--- src/rtl/vscale_htif_host_poller.sv ---
// Host-side HTIF PCR master: periodically polls to_host, streams nonzero
// values to the host, latches a sticky exit code on the first odd value,
// and converts host writes into from_host PCR writes.
module vscale_htif_host_poller #(
  parameter int unsigned       POLL_INTERVAL  = 64,
  parameter int unsigned       ADDR_W         = 12,
  parameter int unsigned       PCR_W          = 64,
  parameter int unsigned       XLEN           = 32,
  parameter logic [ADDR_W-1:0] TO_HOST_ADDR   = 12'h780,
  parameter logic [ADDR_W-1:0] FROM_HOST_ADDR = 12'h781
) (
  input  logic              clk,
  input  logic              reset,
  output logic              pcr_req_valid_o,
  input  logic              pcr_req_ready_i,
  output logic              pcr_req_rw_o,
  output logic [ADDR_W-1:0] pcr_req_addr_o,
  output logic [PCR_W-1:0]  pcr_req_data_o,
  input  logic              pcr_resp_valid_i,
  output logic              pcr_resp_ready_o,
  input  logic [PCR_W-1:0]  pcr_resp_data_i,
  output logic              tohost_valid_o,
  input  logic              tohost_ready_i,
  output logic [XLEN-1:0]   tohost_data_o,
  input  logic              fromhost_valid_i,
  output logic              fromhost_ready_o,
  input  logic [XLEN-1:0]   fromhost_data_i,
  output logic              exit_valid_o,
  output logic [XLEN-2:0]   exit_code_o
);

  localparam int unsigned CNT_W = (POLL_INTERVAL > 1) ? $clog2(POLL_INTERVAL) : 1;
  localparam logic [CNT_W-1:0] CNT_RELOAD = CNT_W'(POLL_INTERVAL - 1);

  typedef enum logic [2:0] {
    IDLE,
    RD_REQ,
    RD_RESP,
    PUSH,
    WR_REQ,
    WR_RESP
  } state_e;

  state_e           state_q, state_d;
  logic [CNT_W-1:0] poll_cnt_q, poll_cnt_d;
  logic [XLEN-1:0]  wdata_q, wdata_d;
  logic [XLEN-1:0]  tohost_data_q, tohost_data_d;
  logic             exit_valid_q, exit_valid_d;
  logic [XLEN-2:0]  exit_code_q, exit_code_d;

  logic             req_valid_c;
  logic             resp_ready_c;
  logic             tohost_valid_c;
  logic             fromhost_ready_c;
  logic [XLEN-1:0]  resp_v;
  logic             unused_resp_upper;

  assign resp_v            = pcr_resp_data_i[XLEN-1:0];
  assign unused_resp_upper = ^pcr_resp_data_i[PCR_W-1:XLEN];

  // State and datapath registers with synchronous reset.
  always_ff @(posedge clk) begin
    if (reset) begin
      state_q       <= IDLE;
      poll_cnt_q    <= CNT_RELOAD;
      wdata_q       <= '0;
      tohost_data_q <= '0;
      exit_valid_q  <= 1'b0;
      exit_code_q   <= '0;
    end else begin
      state_q       <= state_d;
      poll_cnt_q    <= poll_cnt_d;
      wdata_q       <= wdata_d;
      tohost_data_q <= tohost_data_d;
      exit_valid_q  <= exit_valid_d;
      exit_code_q   <= exit_code_d;
    end
  end

  // Next-state and handshake decode; a single PCR transaction at a time.
  always_comb begin
    state_d          = state_q;
    poll_cnt_d       = poll_cnt_q;
    wdata_d          = wdata_q;
    tohost_data_d    = tohost_data_q;
    exit_valid_d     = exit_valid_q;
    exit_code_d      = exit_code_q;
    req_valid_c      = 1'b0;
    resp_ready_c     = 1'b0;
    tohost_valid_c   = 1'b0;
    fromhost_ready_c = 1'b0;
    pcr_req_rw_o     = 1'b0;
    pcr_req_addr_o   = TO_HOST_ADDR;
    pcr_req_data_o   = '0;

    case (state_q)
      IDLE: begin
        fromhost_ready_c = 1'b1;
        if (poll_cnt_q != '0) begin
          poll_cnt_d = poll_cnt_q - 1'b1;
        end
        if (fromhost_valid_i) begin
          wdata_d = fromhost_data_i;
          state_d = WR_REQ;
        end else if ((poll_cnt_q == '0) && !exit_valid_q) begin
          state_d = RD_REQ;
        end
      end
      RD_REQ: begin
        req_valid_c = 1'b1;
        if (pcr_req_ready_i) begin
          state_d = RD_RESP;
        end
      end
      RD_RESP: begin
        resp_ready_c = 1'b1;
        if (pcr_resp_valid_i) begin
          if (resp_v == '0) begin
            state_d    = IDLE;
            poll_cnt_d = CNT_RELOAD;
          end else begin
            tohost_data_d = resp_v;
            state_d       = PUSH;
            if (resp_v[0] && !exit_valid_q) begin
              exit_valid_d = 1'b1;
              exit_code_d  = resp_v[XLEN-1:1];
            end
          end
        end
      end
      PUSH: begin
        tohost_valid_c = 1'b1;
        if (tohost_ready_i) begin
          state_d    = IDLE;
          poll_cnt_d = CNT_RELOAD;
        end
      end
      WR_REQ: begin
        req_valid_c    = 1'b1;
        pcr_req_rw_o   = 1'b1;
        pcr_req_addr_o = FROM_HOST_ADDR;
        pcr_req_data_o = {{(PCR_W-XLEN){1'b0}}, wdata_q};
        if (pcr_req_ready_i) begin
          state_d = WR_RESP;
        end
      end
      WR_RESP: begin
        resp_ready_c = 1'b1;
        if (pcr_resp_valid_i) begin
          state_d = IDLE;
          // A poll that was already due when the write won stays due.
          if (poll_cnt_q != '0) begin
            poll_cnt_d = CNT_RELOAD;
          end
        end
      end
      default: begin
        state_d = IDLE;
      end
    endcase
  end

  // Handshake outputs are held low while reset is asserted.
  assign pcr_req_valid_o  = req_valid_c & ~reset;
  assign pcr_resp_ready_o = resp_ready_c & ~reset;
  assign tohost_valid_o   = tohost_valid_c & ~reset;
  assign fromhost_ready_o = fromhost_ready_c & ~reset;
  assign tohost_data_o    = tohost_data_q;
  assign exit_valid_o     = exit_valid_q;
  assign exit_code_o      = exit_code_q;

endmodule

--- config.mk ---
export PLATFORM = sky130hd
export DESIGN_NAME = vscale_htif_host_poller
export DESIGN_NICKNAME = d
export VERILOG_FILES = /design/src/rtl/vscale_htif_host_poller.sv
export SDC_FILE = /design/constraint.sdc
export NUM_CORES = 1
export LEC_CHECK = 0
export ABC_AREA = 0
export CORE_MARGIN = 8
export CORE_UTILIZATION = 36
export CTS_BUF_LIST = sky130_fd_sc_hd__clkbuf_8 sky130_fd_sc_hd__clkbuf_16
export DETAILED_ROUTE_END_ITERATION = 10
export HOLD_SLACK_MARGIN = 0.05
export PLACE_DENSITY = 0.74
export SLEW_MARGIN = 5
export SYNTH_ARGS = -nofsm -noshare
export SYNTH_HDL_FRONTEND = slang
export SYNTH_SLANG_ARGS = --single-unit
--- constraint.sdc ---
create_clock -name clk -period 1.8 [get_ports clk]
set_input_delay 0.36 -clock clk [delete_from_list [all_inputs] [get_ports clk]]
set_output_delay 0.36 -clock clk [all_outputs]
set_load 0.01 [all_outputs]
* Yosys cells after proc, flatten, opt, wreduce, memory -nomap -nowiden
Index checks and enable logic that the tools add are counted.
Storage, ports and cells: logic and storage cells 65, input port bits 102, output and inout bits 145, flip-flop bits (word level) 105
Cells by class: add/subtract/negate cells 1, reductions and logical operators 15, eq/ne operators 14, muxes and demuxes 23, bitwise operators 6
Operator list (number):
- $mux W6 | 6
- $logic_not A32 Y1 | 1
- $mux W32 | 1
- $pmux W6 S4 | 1
- $mux W3 | 7
- $pmux W3 S6 | 1
- $ne A2 B2 Y1 const B | 8
- $reduce_and A7 Y1 | 1
- $eq A3 B2 Y1 const B | 2
- $eq A3 B3 Y1 const B | 2
- $logic_not A6 Y1 | 1
- $mux W1 | 6
- $reduce_and A6 Y1 | 1
- $reduce_bool A6 Y1 | 1
- $sub A6 B1 Y6 const B | 1
- $and A1 B1 Y1 | 4
- $reduce_and A4 Y1 | 1
- $reduce_bool A4 Y1 | 1
- $reduce_or A2 Y1 | 2
- $eq A3 B1 Y1 const B | 1
- $logic_not A3 Y1 | 1
- $ne A3 B3 Y1 const B | 1
- $reduce_and A3 Y1 | 1
- $logic_and A1 B1 Y1 | 2
- 4 further kinds | 5

* Logic depth before layout (Yosys ltp)
Gate-level depths: netlist of the first run.
word-level depth 5, mapped depth 7, depth with buffers taken out 7

* Least setup slack after synthesis of the first run
OpenSTA, ideal clock, no wires.
path type register -> register, start point register poll_cnt_q[0], end point register poll_cnt_q[2], path slack 0.028 ns, library setup time 0.130 ns, cell stages (with the launch flop) 8, required time 1.670 ns, path buffers 0, clock period less this slack 1.772 ns, arrival time 1.642 ns, cell sequence dfxtp_1 inv_1 ha_1 or3b_1 nor3_2 o32ai_1 o32ai_2 o31ai_1
On the way: cells in the longest elaborated chain, start to end 3, elaborated cells between the ends (all ways) 7, classes of those cells add/sub: 1; eq/ne: 2; mux: 2; reduce/logical: 2
RTL lines:
- from (decl) | RTL line 45 | logic [CNT_W-1:0] poll_cnt_q, poll_cnt_d;
- from (signal assigned) | RTL line 72 | poll_cnt_q <= poll_cnt_d;
- $sub A6 B1 Y6 / $reduce_bool A6 Y1 (equally long branches) | RTL line 100, 99, 152
- $mux W6 / $ne A2 B2 Y1 (equally long branches)
- $pmux W6 S4 / $reduce_and A7 Y1 (equally long branches)
Parallel ways exist; a longest one is shown, timed or not. The select of a mux whose other input is x is not followed. A chain may end at the register's enable or synchronous reset.

* Worst setup path after layout of the first run
start point register poll_cnt_q[1], end point register poll_cnt_q[4]
The elaborated chain is that of the path after synthesis.

==> impl_metrics.yaml, run 1 <==
run_status:
  outcome: "complete, but fails checks"
  failed_checks: "negative setup slack"
finish:
  register_area_mm2: 0.002111
  antenna_cells: 0
  nets: 913
  multi_input_area_mm2: 0.002400
  nFillCells: 1111
  drive_gt1_frac: 0.2727
  final_core_util: 0.5945
  area_growth_pct: 61.01
critical_path:
  path_class: "flop to flop"
  end_kind: "flop"
  crit_top_cell: "o32ai_2"
  path_max_fanout: 5
  cp.arrival_ns: 2.13
  cp_data_required_time_ns: 2.03
  start_kind: "flop"
  r2r_start: "poll_cnt_q[1]$_SDFFE_PP1P_"
  r2r-end: "poll_cnt_q[4]$_SDFFE_PP1P_"
  rr_worst_depth: 8
  r2r_slack_ns: -0.10
  cp_slowest_cell: "or3b_4"
  path_buf_inv: 2
  slowest_delay_ns: 0.41
  crit_chain: "inv_2, ha_4, or3b_4, nor3_4, o32ai_2, o32ai_2, buf_4, o31ai_1"
  crit_family: "simple AND/OR/NAND/NOR gates"
logic_synthesis:
  synth_cell_types: 41
  synth.top_cell.area_share: 0.4511
  netlist_area_mm2: 0.004659
  async_flop_share: 0
  synthFlopType: "dfxtp_1"
  synth.area.top_cells: "dfxtp_1, nand2_1, a21oi_1"
  post-synth-top-count-cell: "nand2_1"
  syn_inst: 569
  seq_area_frac_synth: 0.4511
  yosys_warnings: 0
  synth-edff-count: 0
  synth-seq-cells: 105
  ys_top_cells_by_count: "nand2_1, dfxtp_1, a21oi_1"
  syn_avg_cell_area_um2: 8.189
  yosys.area.top_type: "dfxtp_1"
route:
  vias_per_cell: 4.709
  post_drt_wl_per_cell_um: 16.46
  routed_wl_mm: 16.23
  drt_drc_violations_left: 0
  ant_nets: 0
  drt_pass1_iterations: 4
  drt-initial-drc-count: 211
  vias: 4643
grt:
  antenna_found_initial: 0
  grt_pass1_wl_mm: 23.48
  grt_pass1_vias: 4651
  grt_use_total: 0.1781
  overflow: 0
  grt_max_degree: 67
clock_network:
  cts_buffer_depth: 2
  clock-sinks: 105
  clockRootBuffer: "clkbuf_16"
  cts_max_level: 3
  insertion_delay_ns: 0.35
  cts_made_buffers: 9
  cts_tree: "done"
  clk_pin_slew_ns: 0.07
  hold_buffers: 0
timing:
  final-hold-violation-count: 0
  hold_slack_ns: 0.2914
  worst_slew_pin_slew_ns: 0.6874
  max_freq_mhz: 525.5
  fin_ws_ns: -0.1028
  setup_violations: 7
  rsz0062_at_grt: "true"
  post-route-period-util: 1.057
  period_minus_slack_ns: 1.903
  max_slew_margin: 0.5417
  clock_skew_ns: 0.007024
  slew_viol_final: 0
die:
  row_count: 41
  io_pins: 247
  die_w_um: 129.8
  start_util: 0.3692
  die_area_mm2: 0.01684
  dieHeight_um: 129.8
  coreArea_mm2: 0.01262
power_and_ir_drop:
  vdd_drop_max_v: 0.0005619
  p_total_mw: 7.918
  p_leak_nw: 3.281
  power.density_mw_per_mm2: 1055
placed_design:
  dp_hpwl_mm: 11.11
  gp_congestion: 0.8332
  port_buffers: 171
min_path:
  hold_class: "primary input to flop"
  hold_depth: 3
  hp-start: "pcr_resp_data_i[5]"
  whs_endpoint: "exit_code_o[4]$_SDFFE_PP0P_"
run:
  drv_cap: 0
[layer usage]
metal	routed length (um)	track usage	up-vias
met4	366	0.08265	0
met3	1916	0.09221	25
met5	0	0	-
met1	6067	0.1781	2160
li1	-	-	2268
met2	7876	0.3032	190
[cells by family (layout without fill, tap and decap cells)]
family / count (synthesis) / in the layout / share of synthesized area
and+or+nand+nor: 250 / 250 / 0.2406
DFF: 105 / 105 / 0.4511
AOI/OAI and AO/OA: 89 / 89 / 0.1101
buffers and inverters: 86 / 290 / 0.1163
muxes: 34 / 34 / 0.07304
adders and majority gates: 2 / 2 / 0.005370
other: 2 / 43 / 0.001612
xor gates and xnor gates: 1 / 1 / 0.001880
[report_power, final]
part	internal (mW)	total, mW	switching, mW
clock network	1.09	1.99	0.897
logic	1.60	3.09	1.50
registers	2.63	2.84	0.211
total	5.31	7.92	2.60
[cell usage in the layout (no fill, tap or decap), drive strengths merged, types with 8 or more instances in the layout]
master	count
nor2	43
and2	33
nor4	9
mux2i	34
clkdlybuf4s15	8
clkbuf	30
conb	43
a21oi	69
buf	133
nand2	136
inv	8
clkdlybuf4s50	100
dfxtp	105
[what timing repair did]
action,4_1_cts,5_1_grt
gates cloned,4,2
setup endpoints to repair,79,103
setup buffers,17,3
resized for setup,229,98
pin swaps,17,30
[worst max-delay path by stage]
stage / from / end / slack (ns) / cells past startpoint
final: poll_cnt_q[1]$_SDFFE_PP1P_ / poll_cnt_q[4]$_SDFFE_PP1P_ / -0.10 / 8
after global routing: poll_cnt_q[0]$_SDFFE_PP1P_ / poll_cnt_q[4]$_SDFFE_PP1P_ / -0.17 / 8
after CTS: poll_cnt_q[1]$_SDFFE_PP1P_ / poll_cnt_q[3]$_SDFFE_PP1P_ / -0.08 / 8
after detailed placement: pcr_resp_data_i[4] / tohost_data_o[10]$_SDFFE_PP0P_ / -0.97 / 7
after global placement: pcr_resp_data_i[4] / tohost_data_o[19]$_SDFFE_PP0P_ / -0.95 / 7
after floorplan: poll_cnt_q[0]$_SDFFE_PP1P_ / poll_cnt_q[2]$_SDFFE_PP1P_ / 0.03 / 7
[tightest hold or removal path, cell delays in order]
cell     delay (ns)
buf_2          0.13
nand2_1        0.06
a21oi_1        0.05
[per-stage QoR]
step	TNS [ns]	worst slack [ns]	instances	cell area, um2
after floorplan	0	0.02796	610	4813
after global placement	-38.30	-0.9547	947	6837
after detailed placement	-38.88	-0.9749	947	6837
after CTS	-0.4090	-0.08042	982	7315
after global routing	-1.545	-0.1691	986	7502
final	-0.5167	-0.1028	986	7502
[state kept, by name, indices dropped and copies added, names as in the netlist]
name / count
poll_cnt_q: 6
exit_valid_o: 1
tohost_data_o: 32
state_q: 3
exit_code_o: 31
wdata_q: 32
[final cells by class]
class	count	share of cell area
repair buffers	268	0.3269
multi-input cells	419	0.3199
flip-flops and latches	105	0.2814
clock buffers	9	0.03002
well taps	172	0.02869
clock inverters	7	0.01017
inverters	6	0.003002
Power figures use the tool's default switching activity.
==> run 2, diff against run 1 <==
--- a/config.mk
+++ b/config.mk
@@ -7,11 +7,11 @@
 export LEC_CHECK = 0
 export ABC_AREA = 0
 export CORE_MARGIN = 8
-export CORE_UTILIZATION = 36
+export CORE_UTILIZATION = 43
 export CTS_BUF_LIST = sky130_fd_sc_hd__clkbuf_8 sky130_fd_sc_hd__clkbuf_16
 export DETAILED_ROUTE_END_ITERATION = 10
 export HOLD_SLACK_MARGIN = 0.05
-export PLACE_DENSITY = 0.74
+export PLACE_DENSITY = 0.84
 export SLEW_MARGIN = 5
 export SYNTH_ARGS = -nofsm -noshare
 export SYNTH_HDL_FRONTEND = slang
==> constraint.sdc (replaced) <==
create_clock -name clk -period 2.4 [get_ports clk]
set_input_delay 0.48 -clock clk [delete_from_list [all_inputs] [get_ports clk]]
set_output_delay 0.48 -clock clk [all_outputs]
set_load 0.01 [all_outputs]
==> run 2 against run 1 <==
Compared with the run above: the flow now finishes without violations; worst hold slack better by 0.087 ns; combinational power fell by 47%; sequential cell count did not move; die area is 14% lower; clock skew up 0.0061 ns; critical path type is now flop to output pin; highest routed layer unchanged.
==> impl_metrics.yaml, run 2 (same netlist as run 1, synthesis figures left out) <==
route:
  vias_per_cell: 4.868
  routed_wl_mm: 13.92
  drt-initial-drc-count: 249
  post_drt_wl_per_cell_um: 15.52
  drt_drc_violations_left: 0
  drt_pass1_iterations: 4
  ant_nets: 0
  vias: 4367
power_and_ir_drop:
  switchingPower_mw: 1.634
  power.density_mw_per_mm2: 737.5
  p_total_mw: 4.976
  seqPwrFrac: 0.431
  p_int_mw: 3.341
  swShare: 0.3285
  p_comb_frac: 0.330
  p_leak_nw: 2.934
  vdd_drop_max_v: 0.0003723
  p_clk_frac: 0.239
timing:
  max_slew_margin: 0.5660
  worst_slew_pin_slew_ns: 0.6511
  final-hold-violation-count: 0
  setup_violations: 0
  rsz0062_at_grt: "true"
  clock_skew_ns: 0.01316
  post-route-period-util: 0.9759
  slew_viol_final: 0
  period_minus_slack_ns: 2.342
  max_freq_mhz: 427.0
finish:
  nFillCells: 894
  design_area_mm2: 0.006746
  area_growth_pct: 44.79
  final_core_util: 0.6306
  antenna_cells: 0
  final_common_cell: "clkdlybuf4s50_1"
  mostFrequentLayoutCells: "clkdlybuf4s50_1, nand2_1, dfxtp_1, a21oi_1, conb_1"
  drive_gt1_frac: 0.08719
  nets: 856
  stdcell_count: 897
critical_path:
  cp_slowest_cell: "clkdlybuf4s50_1"
  crit_chain: "buf_4, nand2_1, a21oi_1, clkdlybuf4s50_1"
  start_kind: "flop"
  path_class: "flop to output pin"
  cp.arrival_ns: 1.86
  path_max_fanout: 11
  cp_data_required_time_ns: 1.92
  end_kind: "output pin"
  slowest_delay_ns: 0.56
placed_design:
  gp_congestion: 0.8287
  port_buffers: 171
  dp_hpwl_mm: 10.45
  place_area_mm2: 0.006501
  place_inst: 879
clock_network:
  cts_buffer_depth: 2
  cts_made_buffers: 9
  clockRootBuffer: "clkbuf_8"
  clk_pin_slew_ns: 0.09
  hold_buffers: 0
  cts_max_level: 3
  clock-sinks: 105
  insertion_delay_ns: 0.36
  cts_tree: "done"
die:
  dieHeight_um: 120.1
  io_pins: 247
  start_util: 0.4356
  die_area_mm2: 0.01442
  coreArea_mm2: 0.01070
  row_count: 38
  die_w_um: 120.1
run:
  drv_cap: 0
min_path:
  hold_class: "primary input to flop"
grt:
  grt_max_degree: 66
  grt_pass1_vias: 4399
  grt_pass1_wl_mm: 21.89
  antenna_found_initial: 0
  overflow: 0
  grt_use_total: 0.1834
run_status:
  outcome: "completed"
-- run 2: cell count changes in the layout (fill, tap and decap cells not counted), sizes merged --
cell / delta
dlymetal6s2s: +1
bufinv: +1
clkdlybuf4s50: +38
clkdlybuf4s15: -8
clkinvlp: -2
clkbuf: -20
buf: -93
dlygate4sd2: +25
clkinv: +1
-- run 2: stage by stage --
stage | hold slack (ns) | setup slack, ns | TNS [ns]
finish | 0.3780 | 0.05788 | 0
global route | 0.3608 | -0.009694 | -0.02481
CTS | 0.3573 | 0.0004179 | 0
detailed placement | 0.4424 | -0.2963 | -9.453
global placement | 0.4369 | -0.3220 | -10.51
floorplan | 0.4284 | 0.5422 | 0
-- run 2: layout make-up --
type	count	area (um2)	share of cell area
Multi-Input combinational cell	419	2191	0.3247
Sequential cell	105	2111	0.3129
Clock inverter	7	95.09	0.01409
Inverter	6	22.52	0.003338
Timing Repair Buffer	211	2028	0.3006
Clock buffer	9	123.9	0.01836
Tap cell	140	175.2	0.02596
-- run 2: power groups by stage --
stage,combinational [mW],clock (mW),sequential (mW)
global route,1.79,1.30,2.17
global placement,1.53,0,2.14
detailed placement,1.58,0,2.15
CTS,1.56,1.23,2.12
floorplan,1.01,0,2.11
finish,1.64,1.19,2.14
-- run 2: repair_timing --
action / CTS / global route
setup buffers: 0 / 1
endpoints found under the setup margin: 36 / 5
resized for setup: 36 / 6
cloned: 0 / 1
pin swaps: 0 / 1
-- run 2: final timing paths --
check | from | endpoint | slack [ns] | depth (start not counted)
max | state_q[0]$_SDFFE_PP0P_ | pcr_resp_ready_o | 0.06 | 4
min | reset | state_q[2]$_SDFFE_PP0P_ | 0.38 | 2
max reg2reg | poll_cnt_q[0]$_SDFFE_PP1P_ | poll_cnt_q[2]$_SDFFE_PP1P_ | 0.32 | 7
min reg2reg | wdata_q[30]$_SDFFE_PP0P_ | wdata_q[30]$_SDFFE_PP0P_ | 0.46 | 2
-- run 2: worst max-delay path: cells and delay by family, from the launching register on --
kind	cells	cell delay (ns)
buffers and inverters	2	0.78
DFF	1	0.47
AOI/OAI and AO/OA	1	0.16
and+or+nand+nor	1	0.10
-- run 2: metal layers --
layer | up-vias | wire length [um] | part of all wire | track usage
li1 | 2145 | - | - | -
met5 | - | 0 | 0 | 0
met2 | 180 | 6848 | 0.49 | 0.3290
met4 | 0 | 136 | 0.0098 | 0.03825
met3 | 14 | 1779 | 0.13 | 0.09864
met1 | 2028 | 5158 | 0.37 | 0.1841
==> run 3, diff against run 2 <==
--- a/config.mk
+++ b/config.mk
@@ -6,6 +6,7 @@
 export NUM_CORES = 1
 export LEC_CHECK = 0
 export ABC_AREA = 0
+export CAP_MARGIN = 20
 export CORE_MARGIN = 8
 export CORE_UTILIZATION = 43
 export CTS_BUF_LIST = sky130_fd_sc_hd__clkbuf_8 sky130_fd_sc_hd__clkbuf_16
==> results of run 3 <==
No change in the layout: final DEF, timing and power equal those of run 2.
